--- src/rtl/serial_arith_pkg.sv ---
// Shared types and limits for the bit-serial arithmetic blocks.
package serial_arith_pkg;

   typedef enum logic [1:0] {
      S_IDLE = 2'd0,
      S_RUN  = 2'd1,
      S_DONE = 2'd2
   } state_t;

   localparam int MAX_WIDTH = 32;

endpackage

--- src/rtl/full_subtractor.sv ---
// One-bit full subtractor: d = x - y - bw_in, with borrow out.
module full_subtractor (
   input  logic x,
   input  logic y,
   input  logic bw_in,
   output logic d,
   output logic bw_out
);

   assign d      = x ^ y ^ bw_in;
   assign bw_out = (~x & y) | (~(x ^ y) & bw_in);

endmodule

--- src/rtl/serial_subtractor.sv ---
// Bit-serial LSB-first subtractor, diff = a - b - b_in over WIDTH cycles.
// Optional signed-overflow output ovf when SERIAL_SUB_OVF_EN is defined.
//
// state  | meaning
// IDLE   | waiting for start, last result held on diff/b_out
// RUN    | one bit per cycle through the full-subtractor cell
// DONE   | result valid, done pulse for one cycle
module serial_subtractor
   import serial_arith_pkg::*;
#(
   parameter int WIDTH = 8
) (
   input  logic             clk,
   input  logic             rst,
   input  logic             start,
   input  logic [WIDTH-1:0] a,
   input  logic [WIDTH-1:0] b,
   input  logic             b_in,
   output logic [WIDTH-1:0] diff,
   output logic             b_out,
   output logic             busy,
   output logic             done
`ifdef SERIAL_SUB_OVF_EN
   ,
   output logic             ovf
`endif
);

   localparam int CNT_W = $clog2(WIDTH) + 1;
   localparam logic [CNT_W-1:0] CNT_LAST = CNT_W'(WIDTH - 1);
   localparam logic [CNT_W-1:0] CNT_ONE  = CNT_W'(1);

   state_t             state_q;
   logic [WIDTH-1:0]   a_sr_q;
   logic [WIDTH-1:0]   b_sr_q;
   logic [WIDTH-1:0]   res_sr_q;
   logic [WIDTH-1:0]   diff_q;
   logic [CNT_W-1:0]   cnt_q;
   logic               bw_q;
   logic               b_out_q;
   logic               busy_q;
   logic               done_q;
`ifdef SERIAL_SUB_OVF_EN
   logic               ovf_q;
`endif

   logic               d_bit;
   logic               bw_d;
   logic [WIDTH-1:0]   res_d;

   full_subtractor u_fs (
      .x      (a_sr_q[0]),
      .y      (b_sr_q[0]),
      .bw_in  (bw_q),
      .d      (d_bit),
      .bw_out (bw_d)
   );

   // New bit enters at the MSB; after WIDTH steps the LSB-first stream is aligned.
   assign res_d = WIDTH'({d_bit, res_sr_q} >> 1);

   always_ff @(posedge clk or posedge rst) begin
      if (rst) begin
         state_q  <= S_IDLE;
         a_sr_q   <= '0;
         b_sr_q   <= '0;
         res_sr_q <= '0;
         diff_q   <= '0;
         cnt_q    <= '0;
         bw_q     <= 1'b0;
         b_out_q  <= 1'b0;
         busy_q   <= 1'b0;
         done_q   <= 1'b0;
`ifdef SERIAL_SUB_OVF_EN
         ovf_q    <= 1'b0;
`endif
      end else begin
         case (state_q)
            S_IDLE: begin
               done_q <= 1'b0;
               if (start) begin
                  a_sr_q   <= a;
                  b_sr_q   <= b;
                  bw_q     <= b_in;
                  cnt_q    <= '0;
                  res_sr_q <= '0;
                  busy_q   <= 1'b1;
                  state_q  <= S_RUN;
               end
            end
            S_RUN: begin
               a_sr_q   <= a_sr_q >> 1;
               b_sr_q   <= b_sr_q >> 1;
               res_sr_q <= res_d;
               bw_q     <= bw_d;
               cnt_q    <= cnt_q + CNT_ONE;
               if (cnt_q == CNT_LAST) begin
                  diff_q  <= res_d;
                  b_out_q <= bw_d;
`ifdef SERIAL_SUB_OVF_EN
                  // bw_q here is the borrow into the MSB
                  ovf_q   <= bw_q ^ bw_d;
`endif
                  busy_q  <= 1'b0;
                  done_q  <= 1'b1;
                  state_q <= S_DONE;
               end
            end
            S_DONE: begin
               done_q  <= 1'b0;
               state_q <= S_IDLE;
            end
            default: begin
               busy_q  <= 1'b0;
               done_q  <= 1'b0;
               state_q <= S_IDLE;
            end
         endcase
      end
   end

   assign diff  = diff_q;
   assign b_out = b_out_q;
   assign busy  = busy_q;
   assign done  = done_q;
`ifdef SERIAL_SUB_OVF_EN
   assign ovf   = ovf_q;
`endif

endmodule
--- config.mk ---
export PLATFORM = sky130hd
export DESIGN_NAME = serial_subtractor
export DESIGN_NICKNAME = d
export VERILOG_FILES = /design/src/rtl/serial_arith_pkg.sv /design/src/rtl/full_subtractor.sv /design/src/rtl/serial_subtractor.sv
export SDC_FILE = /design/constraint.sdc
export NUM_CORES = 1
export LEC_CHECK = 0
export CAP_MARGIN = 30
export CORE_MARGIN = 4
export CORE_UTILIZATION = 47
export DETAILED_ROUTE_END_ITERATION = 8
export PLACE_DENSITY = 0.71
export SLEW_MARGIN = 25
export SYNTH_ARGS = -nofsm -noshare
export SYNTH_HDL_FRONTEND = slang
export SYNTH_SLANG_ARGS = --single-unit
--- constraint.sdc ---
create_clock -name clk -period 3.7 [get_ports clk]
set_input_delay 0.925 -clock clk [delete_from_list [all_inputs] [get_ports clk]]
set_output_delay 0.925 -clock clk [all_outputs]
set_load 0.01 [all_outputs]
==> impl_metrics.tcl <==
set metrics [dict create \
    area_growth_pct 23.0 \
    crit_fanout 19 \
    ys_warn_count 0 \
    fmax_mhz 393 \
    cts_tree "built" \
    rsz0062_at_grt "false" \
    syn_area_sq_um 1890 \
    drt-wirelength-per-cell_um 16.0 \
    drv_cap 0 \
    grt_pass1_vias 1366 \
    cp-start-kind "primary input" \
    gr-total-overflow 0 \
    worst_slew_pin_slew_ns 0.858 \
    vias_per_cell 5.66 \
    cts_sinks 41 \
    min_period_ns 2.54 \
    core_sq_um 3770 \
    nFillCells 284 \
    grt_use_total_pct 16.2 \
    die_h_um 71.4 \
    num_antenna_cells 0 \
    grt_max_degree 31 \
    crit_start "start" \
    clk_pin_slew_ns 0.08 \
    yosysUniqueCellTypes 30 \
    r2r_setup_slack_ns 1.44 \
    ys_ff_latch 41 \
    dr.pass1.iters 4 \
    postCtsSetupRepairBufs 0 \
    htreeDepth 2 \
    die_width_um 71.4 \
    grt_pass1_wl_um 6490 \
    path_class "in2reg" \
    synth_nets 185 \
    p_total_mw 1.97 \
    drtIter0Drc 132 \
    post-route-drc-count 0 \
    r2r-end "diff[1]" \
    wl_um 3840 \
    drive_gt1_share_pct 11.5 \
    hold_buffers 0 \
    fin_crit_sh_pct 68.8 \
    grt_antenna_before_repair 0 \
    clk_path_buf_depth 2 \
    hold_path.class "reg2reg" \
    cts_resized 0 \
    ys_seq_area_share_pct 54.4 \
    hold_viol_final 0 \
    num_vias 1359 \
    ir_drop_mv 0.322 \
    initial_core_util_pct 50.0 \
    cts_buffers 5 \
    skew_ns 0.00674 \
    hpwl_um 2650 \
    critPathCapture "a_sr_q[7]" \
    synthCells 163 \
    crit_path_end_kind "flop" \
    boundaryPins 31 \
    slew_headroom_pct 42.7 \
    r2r_cells 3 \
    layout.nets 213 \
    tns_ns 0 \
    drtAntennaViolNets 0 \
    dieArea_sq_um 5090 \
    clockRootBuffer "clkbuf_8" \
    maxSlewViolCount 0 \
    gp_congestion 0.743 \
    port_buffers 30 \
    power_leakage_nw 1.01 \
    critPathArrivalTime_ns 2.76 \
    cp.required_ns 3.92 \
    worstSkewPairLatency_ns 0.30 \
    row_count 22 \
    avgSynthCellArea_sq_um 11.6 \
    powerDensity_nw_per_um2 847 \
    outcome "complete, no violations" \
    finalSetupViolCount 0 \
    r2r-start "state_q[0]" \
]
==> worst min path at each step <==
| stage | from | to | slack, ns | depth (start not counted) |
|---|---|---|---|---|
| 3_5_place_dp | res_sr_q[1] | res_sr_q[1] | 0.50 | 1 |
| 4_1_cts | diff[2] | diff[2] | 0.52 | 1 |
| 2_1_floorplan | res_sr_q[1] | res_sr_q[1] | 0.47 | 1 |
| 6_report | done | done | 0.51 | 2 |
| 5_1_grt | diff[5] | diff[5] | 0.53 | 1 |
| 3_3_place_gp | bw_q | bw_q | 0.48 | 2 |
==> sequential cells by signal (all words and copies together) (netlist names) <==
| register | cells |
|---|---|
| res_sr_q | 7 |
| bw_q | 1 |
| a_sr_q | 8 |
| busy | 1 |
| done | 1 |
| b_out | 1 |
| cnt_q | 4 |
| state_q | 2 |
| b_sr_q | 8 |
| diff | 8 |
==> cell families after synthesis <==
| family | synth area share [%] |
|---|---|
| flip-flops | 54.4 |
| buffers and inverters | 4.97 |
| multiplexers | 7.49 |
| AND/OR/NAND/NOR | 10.4 |
| AO/OA/AOI/OAI | 21.0 |
| adder cells (fa/ha/maj) | 1.72 |
==> area by class of cell <==
class                           count  area [sq um]  share of cell area (%)
Timing Repair Buffer               32           315                    13.6
Clock inverter                      3          65.1                    2.80
Sequential cell                    41          1030                    44.2
Multi-Input combinational cell    106           767                    33.0
Tap cell                           48          60.1                    2.59
Inverter                            5          18.8                   0.809
Clock buffer                        5          68.8                    2.96
==> critical path, cell delays in order <==
cell and delay (ns):
clkdlybuf4s50_1 0.88, nor2b_1 0.45, buf_4 0.28, a21oi_1 0.09
o21ai_1 0.13
==> per-layer routing <==
metal  vias to the layer above  share of wire [%]  track usage, %
met3                         8                5.9            5.33
met4                         0                1.3            5.01
met1                       676                 43            20.2
met2                        36                 49            26.8
met5                         -                  0               0
li1                        639                  -               -
==> cell usage in the layout, fill, tap and decap left out, types with 2 or more instances in the layout <==
| cell type | instances |
|---|---|
| clkbuf_8 | 5 |
| a22o_1 | 9 |
| nand2_1 | 4 |
| a21oi_1 | 16 |
| dfrtp_1 | 41 |
| and2b_1 | 3 |
| a2bb2oi_1 | 3 |
| buf_4 | 2 |
| nor2b_1 | 13 |
| o21ai_1 | 17 |
| inv_1 | 5 |
| nand3_1 | 3 |
| bufinv_16 | 2 |
| clkdlybuf4s50_1 | 30 |
| nor2_1 | 4 |
| a22oi_1 | 14 |
| mux2_4 | 8 |
==> through the flow <==
stage | setup WS, ns | instances | instance area, sq um | util [%] | hold slack [ns]
after floorplan | 1.83 | 163 | 1890 | - | 0.466
after global placement | 0.940 | 232 | 2190 | 58.0 | 0.484
after detailed placement | 0.854 | 232 | 2190 | 58.0 | 0.499
after CTS | 1.16 | 240 | 2320 | 61.5 | 0.521
after global routing | 1.00 | 240 | 2320 | 61.5 | 0.527
final | 1.16 | 240 | 2320 | 61.5 | 0.514
==> where the power goes <==
group | total (mW) | internal [mW] | switching [mW]
clock | 0.424 | 0.268 | 0.156
combinational | 0.717 | 0.412 | 0.305
sequential | 0.825 | 0.639 | 0.186
==> synth_stat cells <==
cell type / n / area [sq um]
mux2i_1: 1 / 10.0
mux2_4: 8 / 120
a22oi_1: 14 / 105
nor2b_4: 1 / 13.8
nor2_1: 4 / 15.0
fa_1: 1 / 20.0
buf_4: 1 / 7.51
nand2_1: 4 / 15.0
inv_1: 5 / 18.8
mux2_2: 1 / 11.3
buf_12: 1 / 20.0
and2_4: 1 / 8.76
dfrtp_1: 41 / 1030
ha_1: 1 / 12.5
and2b_1: 3 / 22.5
nor2b_1: 13 / 81.3
o21ai_1: 17 / 85.1
buf_6: 1 / 11.3
nand3_1: 3 / 15.0
o32ai_1: 1 / 8.76
and3b_4: 1 / 12.5
buf_2: 5 / 25.0
a2bb2oi_1: 3 / 26.3
nand2b_1: 1 / 6.26
a21oi_1: 16 / 80.1
o21ai_0: 1 / 5.00
a22o_1: 9 / 78.8
clkbuf_1: 3 / 11.3
or3_1: 1 / 6.26
o21bai_1: 1 / 7.51
No activity file was read; power rests on OpenSTA's default activity.
